$ cat src/rtl/instr_prefetch.sv
// Instruction prefetch buffer: issues sequential word fetches on a
// request/grant bus, collects in-order responses into a DEPTH-entry FIFO,
// and hands them to decode with a valid/ready handshake.
//
// Handshake: an instruction transfers on any rising edge where instr_valid
// and instr_ready are both high; a bus request transfers on any rising edge
// where mem_req and mem_gnt are both high, and mem_req/mem_addr are held
// until that happens.
//
// Optional feature: define INSTR_PREFETCH_FLUSH_CNT_EN to add the flush_cnt
// output, a saturating count of redirect cycles.
module instr_prefetch #(
    parameter int          DEPTH    = 4,
    parameter logic [31:0] RESET_PC = 32'h0000_0000
) (
    input  logic        clk,
    input  logic        rst,
    input  logic        redirect_valid,
    input  logic [31:0] redirect_pc,
    output logic        instr_valid,
    output logic [31:0] instr_data,
    output logic [31:0] instr_pc,
    input  logic        instr_ready,
    output logic        mem_req,
    output logic [31:0] mem_addr,
    input  logic        mem_gnt,
    input  logic        mem_rvalid,
    input  logic [31:0] mem_rdata
`ifdef INSTR_PREFETCH_FLUSH_CNT_EN
    ,
    output logic [31:0] flush_cnt
`endif
);

    localparam int AW = $clog2(DEPTH);
    localparam int CW = $clog2(DEPTH) + 1;

    localparam logic [AW-1:0] PTR_ONE = AW'(1);
    localparam logic [CW-1:0] CNT_ONE = CW'(1);
    localparam logic [CW:0]   SLOTS   = (CW + 1)'(DEPTH);

    // FETCH: requesting; FULL: every slot is claimed by the FIFO or an
    // in-flight request; HOLD: a redirect arrived while a request was still
    // waiting for its grant, so the old request is finished first.
    typedef enum logic [1:0] {
        ST_FETCH = 2'd0,
        ST_FULL  = 2'd1,
        ST_HOLD  = 2'd2
    } state_t;

    state_t state;
    state_t state_nxt;

    logic [31:0]   fpc;
    logic [31:0]   hold_pc;
    logic [CW-1:0] outstanding;
    logic [CW-1:0] out_nxt;
    logic [CW-1:0] drop_cnt;
    logic [CW-1:0] fifo_count;
    logic [CW-1:0] cnt_nxt;
    logic [CW:0]   sum_nxt;

    logic [AW-1:0] wr_ptr;
    logic [AW-1:0] rd_ptr;
    logic [AW-1:0] rq_wr;
    logic [AW-1:0] rq_rd;

    logic [31:0] fifo_data [DEPTH];
    logic [31:0] fifo_pc   [DEPTH];
    logic [31:0] req_pc    [DEPTH];

    logic gnt_fire;
    logic rsp_drop;
    logic push;
    logic pop;

    assign gnt_fire = mem_req & mem_gnt;
    assign rsp_drop = mem_rvalid & (drop_cnt != '0);
    assign pop      = instr_valid & instr_ready & ~redirect_valid;
    assign push     = mem_rvalid & ~rsp_drop & ~redirect_valid &
                      ((fifo_count != CW'(DEPTH)) | pop);

    assign instr_valid = (fifo_count != '0);
    assign instr_data  = instr_valid ? fifo_data[rd_ptr] : 32'h0;
    assign instr_pc    = instr_valid ? fifo_pc[rd_ptr]   : 32'h0;
    assign mem_addr    = fpc;

    assign out_nxt = outstanding + CW'(gnt_fire) - CW'(mem_rvalid);
    assign cnt_nxt = redirect_valid ? '0 : (fifo_count + CW'(push) - CW'(pop));
    assign sum_nxt = {1'b0, out_nxt} + {1'b0, cnt_nxt};

    // State register.
    always_ff @(posedge clk or posedge rst) begin
        if (rst) begin
            state <= ST_FETCH;
        end else begin
            state <= state_nxt;
        end
    end

    // Next-state decode and request generation; FETCH is only ever occupied
    // while at least one slot is free, so mem_req follows the state directly.
    always_comb begin
        state_nxt = state;
        mem_req   = 1'b0;
        case (state)
            ST_FETCH: begin
                mem_req = ~rst;
                if (redirect_valid && !mem_gnt) begin
                    state_nxt = ST_HOLD;
                end else if (sum_nxt >= SLOTS) begin
                    state_nxt = ST_FULL;
                end
            end
            ST_FULL: begin
                if (sum_nxt < SLOTS) begin
                    state_nxt = ST_FETCH;
                end
            end
            ST_HOLD: begin
                mem_req = ~rst;
                if (mem_gnt) begin
                    state_nxt = (sum_nxt >= SLOTS) ? ST_FULL : ST_FETCH;
                end
            end
            default: begin
                state_nxt = ST_FETCH;
            end
        endcase
    end

    // Fetch pointer; a redirect during an ungranted request parks the target
    // in hold_pc so the bus address stays stable until the grant.
    always_ff @(posedge clk or posedge rst) begin
        if (rst) begin
            fpc     <= RESET_PC;
            hold_pc <= RESET_PC;
        end else if (redirect_valid && mem_req && !mem_gnt) begin
            hold_pc <= redirect_pc;
        end else if (redirect_valid) begin
            fpc <= redirect_pc;
        end else if (state == ST_HOLD && mem_gnt) begin
            fpc <= hold_pc;
        end else if (gnt_fire) begin
            fpc <= fpc + 32'd4;
        end
    end

    // In-flight and drop accounting; a live request at redirect time (granted
    // now or in HOLD later) is stale and is counted as a drop as well.
    always_ff @(posedge clk or posedge rst) begin
        if (rst) begin
            outstanding <= '0;
            drop_cnt    <= '0;
        end else begin
            outstanding <= out_nxt;
            if (redirect_valid) begin
                drop_cnt <= outstanding - CW'(mem_rvalid) + CW'(mem_req);
            end else if (rsp_drop) begin
                drop_cnt <= drop_cnt - CNT_ONE;
            end
        end
    end

    // Pointers for the request-address queue and the instruction FIFO.
    always_ff @(posedge clk or posedge rst) begin
        if (rst) begin
            rq_wr      <= '0;
            rq_rd      <= '0;
            wr_ptr     <= '0;
            rd_ptr     <= '0;
            fifo_count <= '0;
        end else begin
            if (gnt_fire) begin
                rq_wr <= rq_wr + PTR_ONE;
            end
            if (mem_rvalid) begin
                rq_rd <= rq_rd + PTR_ONE;
            end
            fifo_count <= cnt_nxt;
            if (redirect_valid) begin
                wr_ptr <= '0;
                rd_ptr <= '0;
            end else begin
                if (push) begin
                    wr_ptr <= wr_ptr + PTR_ONE;
                end
                if (pop) begin
                    rd_ptr <= rd_ptr + PTR_ONE;
                end
            end
        end
    end

    // Storage: request addresses on grant, {data, pc} pairs on accepted response.
    always_ff @(posedge clk) begin
        if (gnt_fire) begin
            req_pc[rq_wr] <= fpc;
        end
        if (push) begin
            fifo_data[wr_ptr] <= mem_rdata;
            fifo_pc[wr_ptr]   <= req_pc[rq_rd];
        end
    end

`ifdef INSTR_PREFETCH_FLUSH_CNT_EN
    // Saturating count of redirect cycles.
    always_ff @(posedge clk or posedge rst) begin
        if (rst) begin
            flush_cnt <= 32'h0;
        end else if (redirect_valid && flush_cnt != 32'hFFFF_FFFF) begin
            flush_cnt <= flush_cnt + 32'd1;
        end
    end
`endif

endmodule

$ cat config.mk
export PLATFORM = sky130hd
export DESIGN_NAME = instr_prefetch
export DESIGN_NICKNAME = d
export VERILOG_FILES = /design/src/rtl/instr_prefetch.sv
export SDC_FILE = /design/constraint.sdc
export NUM_CORES = 1
export LEC_CHECK = 0
export CELL_PAD_IN_SITES_DETAIL_PLACEMENT = 0
export CELL_PAD_IN_SITES_GLOBAL_PLACEMENT = 1
export CORE_MARGIN = 5
export CORE_UTILIZATION = 46
export CTS_BUF_LIST = sky130_fd_sc_hd__clkbuf_8
export CTS_CLUSTER_SIZE = 40
export DETAILED_ROUTE_END_ITERATION = 8
export PLACE_DENSITY = 0.86
export SLEW_MARGIN = 20
export SYNTH_ARGS = -nofsm -noshare
export SYNTH_HDL_FRONTEND = slang
export SYNTH_SLANG_ARGS = --single-unit
$ cat constraint.sdc
create_clock -name clk -period 3.23 [get_ports clk]
set_input_delay 0.323 -clock clk [delete_from_list [all_inputs] [get_ports clk]]
set_output_delay 0.323 -clock clk [all_outputs]
set_load 0.01 [all_outputs]
Word-level counts from Yosys, hierarchy flattened
Memories as Yosys holds them, arrays and structs flattened.
Index checks and enable logic that the tools add are counted.
{ "totals": {"in_bits": 70, "ram_bits": 384, "wordCells": 84, "ff_bits": 83, "n_memories": 3, "out_inout_bits": 98} }
{ "classes": {"addsub": 13, "n_reduce_logical": 15, "muxes": 23, "order_cmp": 2, "n_eq_ne": 6, "bitwise": 12} }
{ "mem_list": {"columns": ["memory", "words", "width", "rd", "rd_clocked_by_memory_dff", "write_ports", "line", "source"], "rows": [
  ["fifo_data", 4, 32, 1, 0, 1, "68", "logic [31:0] fifo_data [DEPTH];"],
  ["fifo_pc", 4, 32, 1, 0, 1, "69", "logic [31:0] fifo_pc [DEPTH];"],
  ["req_pc", 4, 32, 1, 0, 1, "70", "logic [31:0] req_pc [DEPTH];"]
]} }
{ "op_table": {"columns": ["cell", "n"], "rows": [
  ["32-bit 2-to-1 mux", 5],
  ["32-bit by 3-bit adder with 32-bit output (second input constant)", 1],
  ["2-bit 2-to-1 mux", 8],
  ["3-bit by 1-bit adder with 3-bit output", 3],
  ["3-bit 2-to-1 mux", 3],
  ["3-bit nonzero test", 3],
  ["3-bit by 1-bit subtractor with 3-bit output", 3],
  ["2-bit by 1-bit adder with 2-bit output (second input constant)", 4],
  ["1-bit AND", 7],
  ["1-bit 2-to-1 mux", 6],
  ["3-bit != test (second input constant)", 2],
  ["2-bit case mux with 3 select lines", 1],
  ["2-bit nonzero test", 3],
  ["3-bit by 3-bit adder with 4-bit output", 1],
  ["4-bit by 3-bit greater-or-equal comparator with 1-bit output (second input constant)", 1],
  ["1-bit logical AND", 4],
  ["4-bit by 3-bit < comparator with 1-bit output (second input constant)", 1],
  ["2-bit != test (second input constant)", 2],
  ["1-bit NOT", 4],
  ["3-bit AND reduction", 1],
  ["3-bit by 1-bit subtractor with 3-bit output (second input constant)", 1],
  ["2-bit by 1-bit equality test with 1-bit output (second input constant)", 1],
  ["2-bit equality test (second input constant)", 1],
  ["2-bit logical NOT", 1],
  ["other kinds (4)", 4]
]} }

Depth between registers and ports, before layout
{ "depth": {"word_depth": 14, "mapped_depth": 16, "depth_no_buf": 16} }

Least setup slack after synthesis
Ideal clock, no wire load.
{ "synth_path": {"path_kind": "reg-to-reg", "startpoint": "reg drop_cnt[0]", "endpoint": "mem fifo_data[1][0] (enable)", "setup_time_ps": 429, "arrival_ps": 2687, "period_less_slack_ps": 3116, "setup_slack_ps": 114, "stages_incl_launch_ff": 7, "n_path_buf": 0, "path_cell_list": "dfrtp_1 inv_1 ha_1 ha_1 nand2_1 nor3_1 and2_1"} }
{ "synth_via": {"elab_chain_cells": 8} }
{ "synth_rtl": {"columns": ["item", "line", "source"], "rows": [
  ["start, declared", "58", "logic [CW-1:0] drop_cnt;"],
  ["start signal, assigned", "158", "drop_cnt <= outstanding - CW'(mem_rvalid) + CW'(mem_req);"],
  ["start signal, assigned", "160", "drop_cnt <= drop_cnt - CNT_ONE;"],
  ["3-bit nonzero test", "78", "assign rsp_drop = mem_rvalid & (drop_cnt != '0);"],
  ["1-bit AND", "78", null],
  ["1-bit NOT", "80", "assign push = mem_rvalid & ~rsp_drop & ~redirect_valid &"],
  ["1-bit AND (3 in a row)", "80", null],
  ["1-bit 2-to-1 mux", "200", "if (push) begin"],
  ["1-bit 2-to-1 mux (not written as such)", "201", "fifo_data[wr_ptr] <= mem_rdata;"],
  ["end, declared", "68", null]
]} }
No other way between the ends.

Final worst setup path
{ "layout_path": {"startpoint": "reg rd_ptr[0]", "endpoint": "out instr_data[31]"} }
{ "layout_via": {"elab_chain_cells": 2} }
{ "layout_rtl": {"columns": ["item", "line", "source"], "rows": [
  ["start, declared", "64", "logic [AW-1:0] rd_ptr;"],
  ["start signal, assigned", "189", "rd_ptr <= rd_ptr + PTR_ONE;"],
  ["memory read 4 x 32 bit", null, null],
  ["32-bit 2-to-1 mux", "84", "assign instr_data = instr_valid ? fifo_data[rd_ptr] : 32'h0;"],
  ["end, declared", "21", "output logic [31:0] instr_data,"]
]} }
No other way between the ends.

==> impl_metrics.json <==
{
  "outcome": "finished, final reports clean",
  "skew_ns": 0.0398,
  "tightest_slew_ns": 0.900,
  "dp_hpwl_um": 25300,
  "ir_worst_vdd_mv": 0.362,
  "crit_fanout": 24,
  "r2r_cells": 16,
  "clkTransAtPathRegs_ns": 0.05,
  "areaGrowthSynthToFinish_pct": 20.8,
  "critPathCaptureType": "primary output",
  "min_delay_path_depth": 4,
  "rsz0062_at_grt": "false",
  "num_vias": 10800,
  "track_usage": 0.180,
  "finalHoldViolCount": 0,
  "hold_buffers": 0,
  "fin_nets": 1470,
  "antenna_found_initial": 0,
  "ios": 168,
  "drv_cap": 0,
  "setup_viol": 0,
  "power_frac_comb": 0.297,
  "numPlacedInstances": 1821,
  "netlist_area_um2": 19100,
  "dr.pass1.iters": 5,
  "grt_pass1_wl_um": 63300,
  "clock_latency_ns": 0.63,
  "clock-root-buffer": "clkbuf_8",
  "routabilityCongestion": 0.825,
  "hp-class": "primary input to register",
  "cts_tree": "done",
  "cts_max_level": 3,
  "rows": 74,
  "switching_share": 0.309,
  "min_period_ns": 3.02,
  "crit_chain": "buf_12, mux4_2, and2_1, clkdlybuf4s50_1",
  "async_flop_share": 0.178,
  "die_w_um": 214,
  "intPower_mw": 13.0,
  "design_area_um2": 23000,
  "post_cts_buffers": 0,
  "yosys_warnings": 0,
  "drive_above_1_share": 0.183,
  "diodes": 0,
  "power.switching_mw": 5.83,
  "critPathBufInv": 2,
  "initial_core_util": 0.466,
  "synth_ff_type": "edfxtp_1",
  "yosysUniqueCellTypes": 59,
  "drt_iter0_markers": 671,
  "p_per_area_nw_per_um2": 819,
  "slowest_stage": "dfrtp_4",
  "synth_enable_flop_cells": 384,
  "grt_overflow": 0,
  "port_buffers": 167,
  "antenna_left": 0,
  "die_area_um2": 45600,
  "slew_viol_final": 0,
  "core_um2": 40900,
  "clock_power_share": 0.240,
  "cts_buffers": 75,
  "clockBufferDepth": 3,
  "grt_max_degree": 67,
  "nFillCells": 3217,
  "synth_nets": 1238,
  "wl_per_cell_um": 20.6,
  "cp_num_cells": 4,
  "leakage_nw": 8.08,
  "grt_pass1_vias": 11200,
  "cts_sinks": 467,
  "path_class": "register to primary output",
  "fmax_mhz": 331,
  "worstPathArrival_ns": 2.70,
  "vias_per_cell": 5.49,
  "wl_um": 40600,
  "final.period_utilization": 0.936,
  "cts_repair_resize_count": 0,
  "synth-seq-area-share": 0.714,
  "setup_tns_ns": 0,
  "placed_area_um2": 21600,
  "avgSynthCellArea_um2": 16.6,
  "power_frac_seq": 0.463,
  "stdcell_count": 1968,
  "critPathTopFamily": "buffers and inverters",
  "dieHeight_um": 214,
  "cp.required_ns": 2.91,
  "syn-instance-count": 1146,
  "synth-seq-cells": 467,
  "relSlewSlack": 0.398,
  "critical_path.max_stage_delay_ns": 0.60,
  "drc": 0,
  "start_kind": "register"
}
## per-layer routing
layer,global-route usage,part of all wire,vias up
met3,0.0382,0.072,68
met1,0.251,0.42,5438
met5,0,0,-
met4,0.0561,0.022,0
li1,-,-,4917
met2,0.288,0.48,384
## layout make-up
class                           count  area, um^2  share of cell area
Sequential cell                   467       13600               0.591
Multi-Input combinational cell    594        5140               0.223
Timing Repair Buffer              217        2170              0.0941
Clock buffer                       76        1050              0.0454
Tap cell                          532         666              0.0289
Clock inverter                     59         305              0.0133
Inverter                           23        87.6             0.00380
## Yosys cell counts (3+ instances only)
cell type / count / area share
a211oi_1: 3 / 0.0012
o211ai_1: 7 / 0.0028
nor2b_1: 4 / 0.0013
buf_2: 15 / 0.0039
and3_1: 17 / 0.0056
xor2_1: 5 / 0.0023
a21o_1: 3 / 0.0012
a21oi_1: 33 / 0.0087
nor4b_1: 3 / 0.0014
nor4_1: 5 / 0.0016
mux4_2: 96 / 0.11
nand3_1: 21 / 0.0055
o22ai_1: 5 / 0.0016
buf_1: 9 / 0.0018
a31oi_1: 7 / 0.0023
nand2b_1: 6 / 0.0020
inv_1: 23 / 0.0045
and4_1: 4 / 0.0018
fa_1: 3 / 0.0031
xnor2_1: 9 / 0.0041
edfxtp_1: 384 / 0.60
dfrtp_1: 83 / 0.11
nor3_1: 10 / 0.0026
o2bb2ai_1: 3 / 0.0014
o31ai_1: 5 / 0.0020
ha_1: 19 / 0.012
nor2_1: 23 / 0.0045
nand4_1: 12 / 0.0039
clkbuf_1: 38 / 0.0075
nand2_1: 145 / 0.029
o21a_1: 4 / 0.0016
and2_1: 69 / 0.023
o21ai_0: 34 / 0.0089
a221oi_1: 4 / 0.0018
## logic make-up after synthesis
group	after synthesis	synth area share
multiplexers	100	0.116
adder cells (fa/ha/maj)	22	0.0156
AND/OR/NAND/NOR	335	0.0906
buffers and inverters	85	0.0177
AO/OA/AOI/OAI	123	0.0404
XOR/XNOR	14	0.00643
flip-flops	467	0.714
## power by group through the flow
stage | clock network, mW | logic, mW | registers (mW)
final | 4.53 | 5.60 | 8.72
after global placement | 0 | 5.51 | 8.79
after detailed placement | 0 | 5.60 | 8.87
after global routing | 4.99 | 6.15 | 8.85
after floorplan | 0 | 3.28 | 8.44
after CTS | 4.69 | 5.62 | 8.75
## flip-flops by register name, summed over array words and instances, names as in the netlist
signal,flops
rq_wr,2
fifo_count,3
hold_pc,32
rd_ptr,2
outstanding,3
rq_rd,2
drop_cnt,3
state,2
fifo_pc,128
wr_ptr,2
mem_addr,32
req_pc,128
fifo_data,128
## stage by stage
stage                     setup WS (ns)  hold slack [ns]  power [mW]   util
after detailed placement         0.0894            0.454        14.5  0.527
after global placement            0.232            0.450        14.3  0.527
after global routing             0.0575            0.122        20.0  0.563
final                             0.208            0.114        18.8  0.563
after CTS                       0.00807           0.0726        19.1  0.560
after floorplan                   0.114            0.410        11.7      -
## worst reg2reg max path: stages, from the launching register on
cell	delay, ns
dfrtp_1	0.39
inv_1	0.06
ha_1	0.14
ha_1	0.15
nand2_1	0.06
nor3_1	0.22
inv_1	0.12
ha_1	0.28
inv_1	0.06
ha_1	0.13
inv_1	0.04
fa_1	0.37
xnor2_1	0.17
nor2_1	0.08
ha_1	0.30
nor3_1	0.15
a21oi_1	0.09
## placed cells by master, fill, tap and decap left out, types with 6 or more instances in the layout
cell type        netlist  layout
and3_1                17      17
nor3_1                10      10
buf_4                  0      40
inv_1                 23      49
clkinv_1               0      13
mux4_2                96      96
dfrtp_1               83      79
nand3_1               21      21
a21oi_1               33      32
clkbuf_8               0      76
ha_1                  19      19
o21ai_0               34      34
nand4_1               12      12
nand2_1              145     145
buf_12                 0      10
a31oi_1                7       7
clkdlybuf4s50_1        0     166
nand2b_1               6       6
xnor2_1                9       9
clkinv_2               0      11
edfxtp_1             384     384
o211ai_1               7       7
and2_1                69      65
nor2_1                23      23
## final timing paths
kind                                 from             end  slack (ns)
setup / recovery                rd_ptr[0]  instr_data[31]        0.21
min in group asynchronous             rst    mem_addr[23]        0.23
max in group asynchronous             rst       rd_ptr[0]        2.26
setup reg to reg              drop_cnt[0]        state[0]        0.29
hold / removal             redirect_valid       wr_ptr[0]        0.11
hold reg to reg               hold_pc[19]     hold_pc[19]        0.47
Note: power is estimated with default switching activity, not from simulation.
